File: config.mk
export PLATFORM = sky130hd
export DESIGN_NAME = spi_master_fifo_flat
export DESIGN_NICKNAME = d
export VERILOG_FILES = /design/src/rtl/spi_master_fifo_if.sv /design/src/rtl/spi_master_fifo.sv /design/src/flat_wrapper.sv
export SDC_FILE = /design/constraint.sdc
export NUM_CORES = 1
export LEC_CHECK = 0
export ABC_AREA = 1
export CORE_UTILIZATION = 40
export CTS_CLUSTER_DIAMETER = 150
export DETAILED_ROUTE_END_ITERATION = 8
export DONT_BUFFER_PORTS = 1
export PLACE_DENSITY = 0.57
export SKIP_CTS_REPAIR_TIMING = 1
export SLEW_MARGIN = 20
export SYNTH_ARGS = -nofsm -noshare
export SYNTH_HDL_FRONTEND = slang
export SYNTH_SLANG_ARGS = --single-unit
File: constraint.sdc
create_clock -name clk -period 2.7 [get_ports clk]
set_input_delay 0.27 -clock clk [delete_from_list [all_inputs] [get_ports clk]]
set_output_delay 0.27 -clock clk [all_outputs]
set_load 0.01 [all_outputs]
File: src/rtl/spi_master_fifo_if.sv
// Bus-side and pin-side signal bundle for spi_master_fifo.
// Optional receive signals are present when SPI_MASTER_RX_EN is defined.
interface spi_master_fifo_if #(
   parameter int DATA_W     = 8,
   parameter int DIV_W      = 8,
   parameter int FIFO_DEPTH = 4
);
   localparam int LW = $clog2(FIFO_DEPTH) + 1;

   logic              wr;
   logic [DATA_W:0]   wdata;
   logic [DIV_W-1:0]  div;
   logic              cpol;
   logic              cpha;
   logic              clr_ovf;
   logic              busy;
   logic              full;
   logic              ovf;
   logic [LW-1:0]     level;
   logic              sck;
   logic              sdo;
   logic              cs_;
   logic              dc_;
`ifdef SPI_MASTER_RX_EN
   logic              sdi;
   logic [DATA_W-1:0] rx_data;
   logic              rx_valid;

   modport master (
      output wr, wdata, div, cpol, cpha, clr_ovf, sdi,
      input  busy, full, ovf, level, sck, sdo, cs_, dc_, rx_data, rx_valid
   );
   modport slave (
      input  wr, wdata, div, cpol, cpha, clr_ovf, sdi,
      output busy, full, ovf, level, sck, sdo, cs_, dc_, rx_data, rx_valid
   );
`else
   modport master (
      output wr, wdata, div, cpol, cpha, clr_ovf,
      input  busy, full, ovf, level, sck, sdo, cs_, dc_
   );
   modport slave (
      input  wr, wdata, div, cpol, cpha, clr_ovf,
      output busy, full, ovf, level, sck, sdo, cs_, dc_
   );
`endif
endinterface

File: src/rtl/spi_master_fifo.sv
// SPI master with TX FIFO, run-time divider and all four CPOL/CPHA modes.
// Define SPI_MASTER_RX_EN to add the sdi receive path (rx_data/rx_valid).
module spi_master_fifo #(
   parameter int DATA_W     = 8,
   parameter int DIV_W      = 8,
   parameter int FIFO_DEPTH = 4
) (
   input logic              clk,
   input logic              reset_,
   spi_master_fifo_if.slave bus
);
   localparam int AW = $clog2(FIFO_DEPTH);
   localparam int EW = $clog2(2 * DATA_W + 1);

   typedef enum logic [2:0] {IDLE, SETUP, SHIFT, HOLD, GAP} state_t;

   state_t            state;
   logic [DATA_W:0]   mem [FIFO_DEPTH];
   logic [AW-1:0]     wptr;
   logic [AW-1:0]     rptr;
   logic [AW:0]       count;
   logic              push;
   logic              pop;
   logic              full_c;
   logic              empty_c;
   logic [DIV_W-1:0]  div_l;
   logic [DIV_W-1:0]  cnt;
   logic              tick;
   logic              cpha_l;
   logic [EW-1:0]     edges;
   logic [DATA_W-1:0] shreg;
   logic              sck_r;
   logic              sdo_r;
   logic              cs_r;
   logic              dc_r;
   logic              ovf_r;
`ifdef SPI_MASTER_RX_EN
   logic [DATA_W-1:0] rx_sh;
   logic [DATA_W-1:0] rx_data_r;
   logic              rx_valid_r;
`endif

   assign full_c  = (count == (AW+1)'(FIFO_DEPTH));
   assign empty_c = (count == '0);
   assign push    = bus.wr && !full_c;
   assign pop     = (state == IDLE) && !empty_c;
   assign tick    = (cnt == div_l);

   always_ff @(posedge clk) begin
      if (push) mem[wptr] <= bus.wdata;
   end

   always_ff @(posedge clk or negedge reset_) begin
      if (!reset_) begin
         wptr  <= '0;
         rptr  <= '0;
         count <= '0;
         ovf_r <= 1'b0;
      end else begin
         if (push) wptr <= wptr + AW'(1);
         if (pop)  rptr <= rptr + AW'(1);
         case ({push, pop})
            2'b10:   count <= count + (AW+1)'(1);
            2'b01:   count <= count - (AW+1)'(1);
            default: ;
         endcase
         // A dropped push in the same cycle as clr_ovf keeps the flag set.
         if (bus.wr && full_c) ovf_r <= 1'b1;
         else if (bus.clr_ovf) ovf_r <= 1'b0;
      end
   end

   always_ff @(posedge clk or negedge reset_) begin
      if (!reset_) begin
         state  <= IDLE;
         cnt    <= '0;
         div_l  <= '0;
         cpha_l <= 1'b0;
         edges  <= '0;
         shreg  <= '0;
         sck_r  <= 1'b0;
         sdo_r  <= 1'b0;
         cs_r   <= 1'b1;
         dc_r   <= 1'b0;
`ifdef SPI_MASTER_RX_EN
         rx_sh      <= '0;
         rx_data_r  <= '0;
         rx_valid_r <= 1'b0;
`endif
      end else begin
`ifdef SPI_MASTER_RX_EN
         rx_valid_r <= 1'b0;
`endif
         if (state != IDLE) cnt <= tick ? '0 : cnt + DIV_W'(1);
         case (state)
            IDLE: begin
               sck_r <= bus.cpol;
               cnt   <= '0;
               if (!empty_c) begin
                  div_l  <= bus.div;
                  cpha_l <= bus.cpha;
                  cs_r   <= 1'b0;
                  dc_r   <= mem[rptr][DATA_W];
                  shreg  <= mem[rptr][DATA_W-1:0];
                  if (!bus.cpha) sdo_r <= mem[rptr][DATA_W-1];
                  state  <= SETUP;
               end
            end
            SETUP: if (tick) begin
               edges <= EW'(2 * DATA_W);
               state <= SHIFT;
            end
            SHIFT: if (tick) begin
               sck_r <= ~sck_r;
               edges <= edges - EW'(1);
               // Even remaining-edge count marks a leading edge.
               if (!edges[0]) begin
                  if (cpha_l) begin
                     sdo_r <= shreg[DATA_W-1];
                     shreg <= shreg << 1;
                  end
               end else if (!cpha_l && edges != EW'(1)) begin
                  sdo_r <= shreg[DATA_W-2];
                  shreg <= shreg << 1;
               end
`ifdef SPI_MASTER_RX_EN
               if ((~edges[0]) ^ cpha_l) rx_sh <= {rx_sh[DATA_W-2:0], bus.sdi};
`endif
               if (edges == EW'(1)) state <= HOLD;
            end
            HOLD: if (tick) begin
               cs_r  <= 1'b1;
               state <= GAP;
`ifdef SPI_MASTER_RX_EN
               rx_data_r  <= rx_sh;
               rx_valid_r <= 1'b1;
`endif
            end
            GAP: if (tick) state <= IDLE;
            default: state <= IDLE;
         endcase
      end
   end

   assign bus.busy  = !empty_c || (state != IDLE);
   assign bus.full  = full_c;
   assign bus.ovf   = ovf_r;
   assign bus.level = count;
   assign bus.sck   = sck_r;
   assign bus.sdo   = sdo_r;
   assign bus.cs_   = cs_r;
   assign bus.dc_   = dc_r;
`ifdef SPI_MASTER_RX_EN
   assign bus.rx_data  = rx_data_r;
   assign bus.rx_valid = rx_valid_r;
`endif
endmodule

File: src/flat_wrapper.sv
// flat-port wrapper written by rule: the top's interface ports become plain ports
module spi_master_fifo_flat 
#(
   parameter int DATA_W     = 8,
   parameter int DIV_W      = 8,
   parameter int FIFO_DEPTH = 4
)
  (clk, reset_, bus_wr, bus_wdata, bus_div, bus_cpol, bus_cpha, bus_clr_ovf, bus_busy, bus_full, bus_ovf, bus_level, bus_sck, bus_sdo, bus_cs_, bus_dc_);
  spi_master_fifo_if #(.DATA_W(DATA_W), .DIV_W(DIV_W), .FIFO_DEPTH(FIFO_DEPTH)) bus_i ();
  input logic clk;
  input logic reset_;
  input wire logic [$bits(bus_i.wr)-1:0] bus_wr;
  input wire logic [$bits(bus_i.wdata)-1:0] bus_wdata;
  input wire logic [$bits(bus_i.div)-1:0] bus_div;
  input wire logic [$bits(bus_i.cpol)-1:0] bus_cpol;
  input wire logic [$bits(bus_i.cpha)-1:0] bus_cpha;
  input wire logic [$bits(bus_i.clr_ovf)-1:0] bus_clr_ovf;
  output wire logic [$bits(bus_i.busy)-1:0] bus_busy;
  output wire logic [$bits(bus_i.full)-1:0] bus_full;
  output wire logic [$bits(bus_i.ovf)-1:0] bus_ovf;
  output wire logic [$bits(bus_i.level)-1:0] bus_level;
  output wire logic [$bits(bus_i.sck)-1:0] bus_sck;
  output wire logic [$bits(bus_i.sdo)-1:0] bus_sdo;
  output wire logic [$bits(bus_i.cs_)-1:0] bus_cs_;
  output wire logic [$bits(bus_i.dc_)-1:0] bus_dc_;
  assign bus_i.wr = bus_wr;
  assign bus_i.wdata = bus_wdata;
  assign bus_i.div = bus_div;
  assign bus_i.cpol = bus_cpol;
  assign bus_i.cpha = bus_cpha;
  assign bus_i.clr_ovf = bus_clr_ovf;
  assign bus_busy = bus_i.busy;
  assign bus_full = bus_i.full;
  assign bus_ovf = bus_i.ovf;
  assign bus_level = bus_i.level;
  assign bus_sck = bus_i.sck;
  assign bus_sdo = bus_i.sdo;
  assign bus_cs_ = bus_i.cs_;
  assign bus_dc_ = bus_i.dc_;
  spi_master_fifo #(.DATA_W(DATA_W), .DIV_W(DIV_W), .FIFO_DEPTH(FIFO_DEPTH)) u_core (.clk(clk), .reset_(reset_), .bus(bus_i));
endmodule
==> flow_metrics.tcl, run 1 <==
set metrics [dict create \
    rrSetupSlack_ns 0.52 \
    synthCells 376 \
    grt_pass1_vias 2367 \
    post-route-util 0.4717 \
    synth_ff_type "dfrtp_1" \
    cellPowerDensity_nw_per_um2 1128 \
    firstDrtPassIters 4 \
    hold_depth 1 \
    tns_ns 0 \
    startpoint_type "register" \
    max_clock_freq_mhz 458.9 \
    min_from "bus_clr_ovf" \
    reg2reg_to "u_core.bus.level[2]" \
    io_buffers 0 \
    avgSynthCellArea_sq_um 9.943 \
    synth_nets 408 \
    r2r_start "u_core.bus.level[1]" \
    cts_buffers 9 \
    area_growth_pct 12.18 \
    cts-root-buf "clkbuf_8" \
    r2r_cells 9 \
    clkTransAtPathRegs_ns 0.09 \
    ant_nets 0 \
    netlist_area_sq_um 3739 \
    critical-path-top-delay-family "adder cells" \
    nFillCells 845 \
    detail_route.wl_per_cell_um 13.55 \
    post_drt_via_cell_ratio 4.873 \
    switchingPower_uw 1975 \
    synth_edf_count 36 \
    antenna_found_initial 0 \
    ios 33 \
    cp.required_ns 2.94 \
    maxSlewViolCount 0 \
    status "complete, no violations" \
    drive_above_1_share 0.1117 \
    ys_ff_latch 81 \
    fp.coreArea_sq_um 8891 \
    power.internal_uw 2754 \
    clock_path_buffers 2 \
    globalplace.congestion 0.8317 \
    grt_use_total 0.1546 \
    first_iter_violations 79 \
    slowest_stage "dfrtp_1" \
    start_util 0.4205 \
    ys_warn_count 0 \
    fin_hold_ws_ns 0.01493 \
    synthArstFlopShare 0.5556 \
    nNetsFinal 430 \
    path_buf_inv 2 \
    globalRouteOverflowTotal 0 \
    skew_ns 0.008361 \
    critPathArrivalTime_ns 2.42 \
    min_period_ns 2.179 \
    clock_latency_ns 0.35 \
    cts_tree "built" \
    crit_chain "nor3_1, inv_1, nand2_1, ha_1, inv_1, fa_1, a21oi_1, o21ai_0, xor2_1" \
    ir_drop_mv 0.4576 \
    drt-total-wl_um 6924 \
    h-tree-depth 3 \
    maxCapViolations 0 \
    rows 34 \
    relSlewSlack 0.6683 \
    die_y_um 98.68 \
    synth_cell_type_count 34 \
    max_stage_delay_ns 0.47 \
    tightest_slew_ns 0.4945 \
    drc 0 \
    end_kind "register" \
    finalPower_uw 4729 \
    synth_seq_area_share 0.5907 \
    p_sw_frac 0.4177 \
    hold_violations 0 \
    rsz0062_at_grt "no" \
    p_leak_uw 0.001802 \
    path_class "register to register" \
    dieArea_sq_um 9737 \
    grt_max_degree 46 \
    min_to "u_core.bus.ovf" \
    hold_path_class "input port to register" \
    fin_crit_sh 0.8071 \
    cts.sinks 81 \
    antennaDiodeCount 0 \
    cp_max_fo 8 \
    pwr-share-clk 0.178 \
    die_w_um 98.68 \
    setup_viol 0 \
    comb_power_share 0.399 \
    seqPwrFrac 0.423 \
    vias 2490 \
    path_common_cell "inv_1" \
    grt_pass1_wl_um 11610 \
    dpl.hpwl_um 4636 \
]
## power by group through the flow
stage / clock network (uW) / logic, uW / registers [uW]
3_5_place_dp: 0 / 1880 / 2030
4_1_cts: 869 / 1880 / 2010
5_1_grt: 918 / 2170 / 2050
2_1_floorplan: 0 / 1530 / 1950
3_3_place_gp: 0 / 1840 / 2020
6_report: 843 / 1890 / 2000
## stage by stage
step | cells | worst slack (ns) | area (sq um)
final | 511 | 0.5209 | 4194
after detailed placement | 484 | 0.5074 | 3881
after floorplan | 376 | 0.4777 | 3739
after global placement | 484 | 0.5742 | 3881
after CTS | 500 | 0.4930 | 4066
after global routing | 511 | 0.3256 | 4194
## synthesized netlist by cell type, types with 3 or more instances
cell / number / area share
nand3_1: 13 / 0.017
a21oi_1: 4 / 0.0054
inv_1: 37 / 0.037
o21ai_1: 5 / 0.0067
dfrtp_1: 44 / 0.29
edfxtp_1: 36 / 0.29
nor2_4: 3 / 0.0090
o21ai_0: 32 / 0.043
o22ai_1: 7 / 0.012
buf_2: 3 / 0.0040
nand2_4: 3 / 0.0090
nand4_1: 5 / 0.0084
xor2_1: 7 / 0.016
nand2_1: 85 / 0.085
ha_1: 8 / 0.027
xnor2_1: 6 / 0.014
nor3_1: 4 / 0.0054
nor2_1: 45 / 0.045
nand2_2: 4 / 0.0067
mux2i_1: 7 / 0.019
## layer usage
metal / global-route usage / vias up / share of wire
li1: - / 1283 / -
met1: 0.2106 / 1166 / 0.51
met2: 0.2346 / 34 / 0.44
met3: 0.04113 / 7 / 0.035
met4: 0.06544 / 0 / 0.013
met5: 0 / - / 0
## placed cells by master (no fill, tap or decap), drive strengths merged
cell type    instances
nand2               92
nor2                49
dfrtp               44
inv                 42
o21ai               39
edfxtp              36
nand3               13
dlygate4sd3         10
clkbuf               9
ha                   8
buf                  8
xor2                 7
o22ai                7
mux2i                7
a21oi                7
xnor2                6
nand4                5
nor3                 5
clkinv               3
clkinvlp             2
a21boi               1
a31oi                1
fa                   1
dfstp                1
## worst max-delay path by stage
stage,start,to,slack [ns],depth (start not counted)
floorplan,u_core.bus.level[1],u_core.bus.level[2],0.48,9
global placement,u_core.bus.level[0],u_core.bus.level[2],0.57,9
detailed placement,u_core.bus.level[1],u_core.bus.level[2],0.51,9
CTS,u_core.bus.level[1],u_core.bus.level[2],0.49,9
global route,u_core.bus.level[2],u_core.bus.level[2],0.33,10
finish,u_core.bus.level[1],u_core.bus.level[2],0.52,9
## layout make-up
class                           instances  area, sq um  area share
Timing Repair Buffer                   18        180.2     0.04296
Sequential cell                        81         2208      0.5266
Tap cell                              108        135.1     0.03222
Multi-Input combinational cell        248         1335      0.3183
Clock buffer                            9        123.9     0.02953
Inverter                               40        150.1     0.03580
Clock inverter                          7        61.31     0.01462
## state kept, by name, summed over array words and instances, names as in the netlist, 2 cells and up
name / count
u_core.wptr: 2
u_core.mem: 36
u_core.edges: 5
u_core.bus.level: 3
u_core.state: 3
u_core.rptr: 2
u_core.div_l: 8
u_core.cnt: 8
u_core.shreg: 8
## cells by family (layout without fill, tap and decap cells)
logic type	after synthesis	in the layout	share of synthesized area
AO/OA/AOI/OAI	55	55	0.08501
XOR/XNOR	13	13	0.03046
adder cells (fa/ha/maj)	9	9	0.03213
buffers and inverters	47	74	0.05220
flip-flops	81	81	0.5907
multiplexers	7	7	0.01874
AND/OR/NAND/NOR	164	164	0.1908
(Power assumes the default switching activity.)
==> inputs of run 2 (changes only) <==
==> constraint.sdc (replaced) <==
create_clock -name clk -period 2.2 [get_ports clk]
set_input_delay 0.22 -clock clk [delete_from_list [all_inputs] [get_ports clk]]
set_output_delay 0.22 -clock clk [all_outputs]
set_load 0.01 [all_outputs]
==> run 2 against run 1 <==
Compared with the run above: the run now ends with negative hold slack left; power grew 28%; count of clock-buffer cells in the layout unchanged; worst setup slack got worse by 0.35 ns; wire length increased by 3.6%; final area up 4.0%; clock skew barely moved.
==> flow_metrics.tcl, run 2 (synthesis gave the netlist of run 1 again) <==
set metrics [dict create \
    die_y_um 98.68 \
    antennaDiodeCount 0 \
    globalplace.congestion 0.7312 \
    cts_tree "built" \
    layout_commonest_cell "nand2_1" \
    multi_input_area_sq_um 1344 \
    rsz0062_at_grt "no" \
    cts.sinks 81 \
    max_clock_freq_mhz 492.1 \
    startpoint_type "register" \
    tightest_slew_ns 0.3532 \
    firstDrtPassIters 4 \
    layout_common_cells "nand2_1 (85), nor2_1 (45), dfrtp_1 (44)" \
    grt_pass1_vias 2476 \
    ir_drop_mv 0.5822 \
    ff_latch_area_sq_um 2208 \
    place_area_sq_um 3916 \
    ios 33 \
    top_register "u_core.mem" \
    grt.met3_usage 0.04468 \
    cp.required_ns 2.44 \
    vias 2607 \
    skew_ns 0.008193 \
    comb_power_share 0.408 \
    pwr-share-clk 0.191 \
    critPathArrivalTime_ns 2.28 \
    seqPwrFrac 0.401 \
    fin_hold_ws_ns -0.0001201 \
    end_kind "register" \
    min_period_ns 2.032 \
    relSlewSlack 0.7642 \
    fp.coreArea_sq_um 8891 \
    hold_violations 1 \
    setup_viol 0 \
    io_buffers 0 \
    hold_path_class "input port to register" \
    p_sw_frac 0.4078 \
    clock_path_buffers 2 \
    grt_max_degree 46 \
    h-tree-depth 3 \
    fin_crit_sh 0.9237 \
    clock_latency_ns 0.36 \
    switchingPower_uw 2461 \
    fin_area_sq_um 4362 \
    rows 34 \
    failed_checks "negative hold slack" \
    path_common_cell "inv_1" \
    cellPowerDensity_nw_per_um2 1384 \
    maxSlewViolCount 0 \
    max_stage_delay_ns 0.44 \
    gr-max-usage-layer "met2" \
    antenna_found_initial 0 \
    dpl.hpwl_um 4720 \
    cts-root-buf "clkbuf_8" \
    grt_pass1_wl_um 11990 \
    crit_chain "nor2_1, inv_1, nor2_2, inv_1, nor2_4, ha_1, inv_1, fa_1, a21oi_2, o21ai_0, xor2_1" \
    path_class "register to register" \
    use_met1 0.2116 \
    maxCapViolations 0 \
    cp_max_fo 4 \
    drc 0 \
    start_util 0.4205 \
    slowest_stage "dfrtp_1" \
    clkTransAtPathRegs_ns 0.09 \
    first_iter_violations 99 \
    drive_above_1_share 0.1244 \
    largest_reg_flops 36 \
    globalRouteOverflowTotal 0 \
    post_drt_via_cell_ratio 4.956 \
    area_growth_pct 16.67 \
    detail_route.wl_per_cell_um 13.64 \
    dieArea_sq_um 9737 \
    nNetsFinal 445 \
    drt-total-wl_um 7173 \
    ant_nets 0 \
    grt_use_total 0.1617 \
    cts_buffers 9 \
    status "complete, but fails checks" \
    nFillCells 823 \
    die_w_um 98.68 \
    tns_ns 0 \
    use_met2 0.2524 \
    p_leak_uw 0.001889 \
    power.internal_uw 3574 \
]
## run 2: cell types whose count changed in the layout (fill, tap and decap cells not counted), sizes merged
cell / before / now
bufinv: 0 / 1
clkinvlp: 2 / 0
inv: 42 / 44
buf: 8 / 13
dlygate4sd3: 10 / 20
clkinv: 3 / 2
## run 2: path summary, 6_finish.rpt
path | from | end | slack (ns) | cells past startpoint
worst max-delay path | u_core.state[1] | u_core.bus.level[2] | 0.17 | 11
worst min-delay path | bus_div[1] | u_core.div_l[1] | -0.0001 | 2
worst max register to register | u_core.state[1] | u_core.bus.level[2] | 0.17 | 11
worst min register to register | u_core.shreg[7] | u_core.shreg[7] | 0.49 | 2
max in group asynchronous | reset_ | u_core.bus.cs_ | 1.55 | 2
min in group asynchronous | reset_ | u_core.div_l[4] | 0.39 | 2
## run 2: cell type report
cell class,instances,share of cell area
clock inverters,7,0.01893
repair buffers,33,0.07286
inverters,40,0.03442
multi-input cells,248,0.3081
well taps,108,0.03098
flip-flops and latches,81,0.5063
clock buffers,9,0.02840
## run 2: per-layer routing
metal,wire (um),part of all wire,up-vias
li1,-,-,1306
met1,3411,0.48,1242
met2,3344,0.47,44
met3,272,0.038,15
met4,144,0.020,0
met5,0,0,-
## run 2: power by group through the flow
stage | Combinational [uW] | Sequential, uW | Clock [uW]
detailed placement | 2400 | 2460 | 0
floorplan | 1890 | 2390 | 0
global route | 2850 | 2480 | 1250
CTS | 2420 | 2430 | 1190
finish | 2460 | 2420 | 1150
global placement | 2350 | 2450 | 0
## run 2: critical path: cells and delay by family, from the launching register on
family                     cells  cell delay [ns]
AOI/OAI and AO/OA              2             0.24
and+or+nand+nor                3             0.31
buffers and inverters          3             0.24
adders and majority gates      2             0.54
DFF                            1             0.44
xor gates and xnor gates       1             0.15
## run 2: stage by stage
| step | total power [uW] | worst slack (ns) | instances | hold slack (ns) | utilization |
|---|---|---|---|---|---|
| after floorplan | 4278 | 0.01945 | 376 | -0.07559 | - |
| after global placement | 4798 | 0.2427 | 488 | -0.07456 | 0.4405 |
| after detailed placement | 4863 | 0.1514 | 488 | -0.07466 | 0.4405 |
| after CTS | 6041 | 0.1316 | 504 | -0.4810 | 0.4637 |
| after global routing | 6581 | 0.02584 | 526 | 0.02550 | 0.4906 |
| final | 6036 | 0.1678 | 526 | -0.0001201 | 0.4906 |
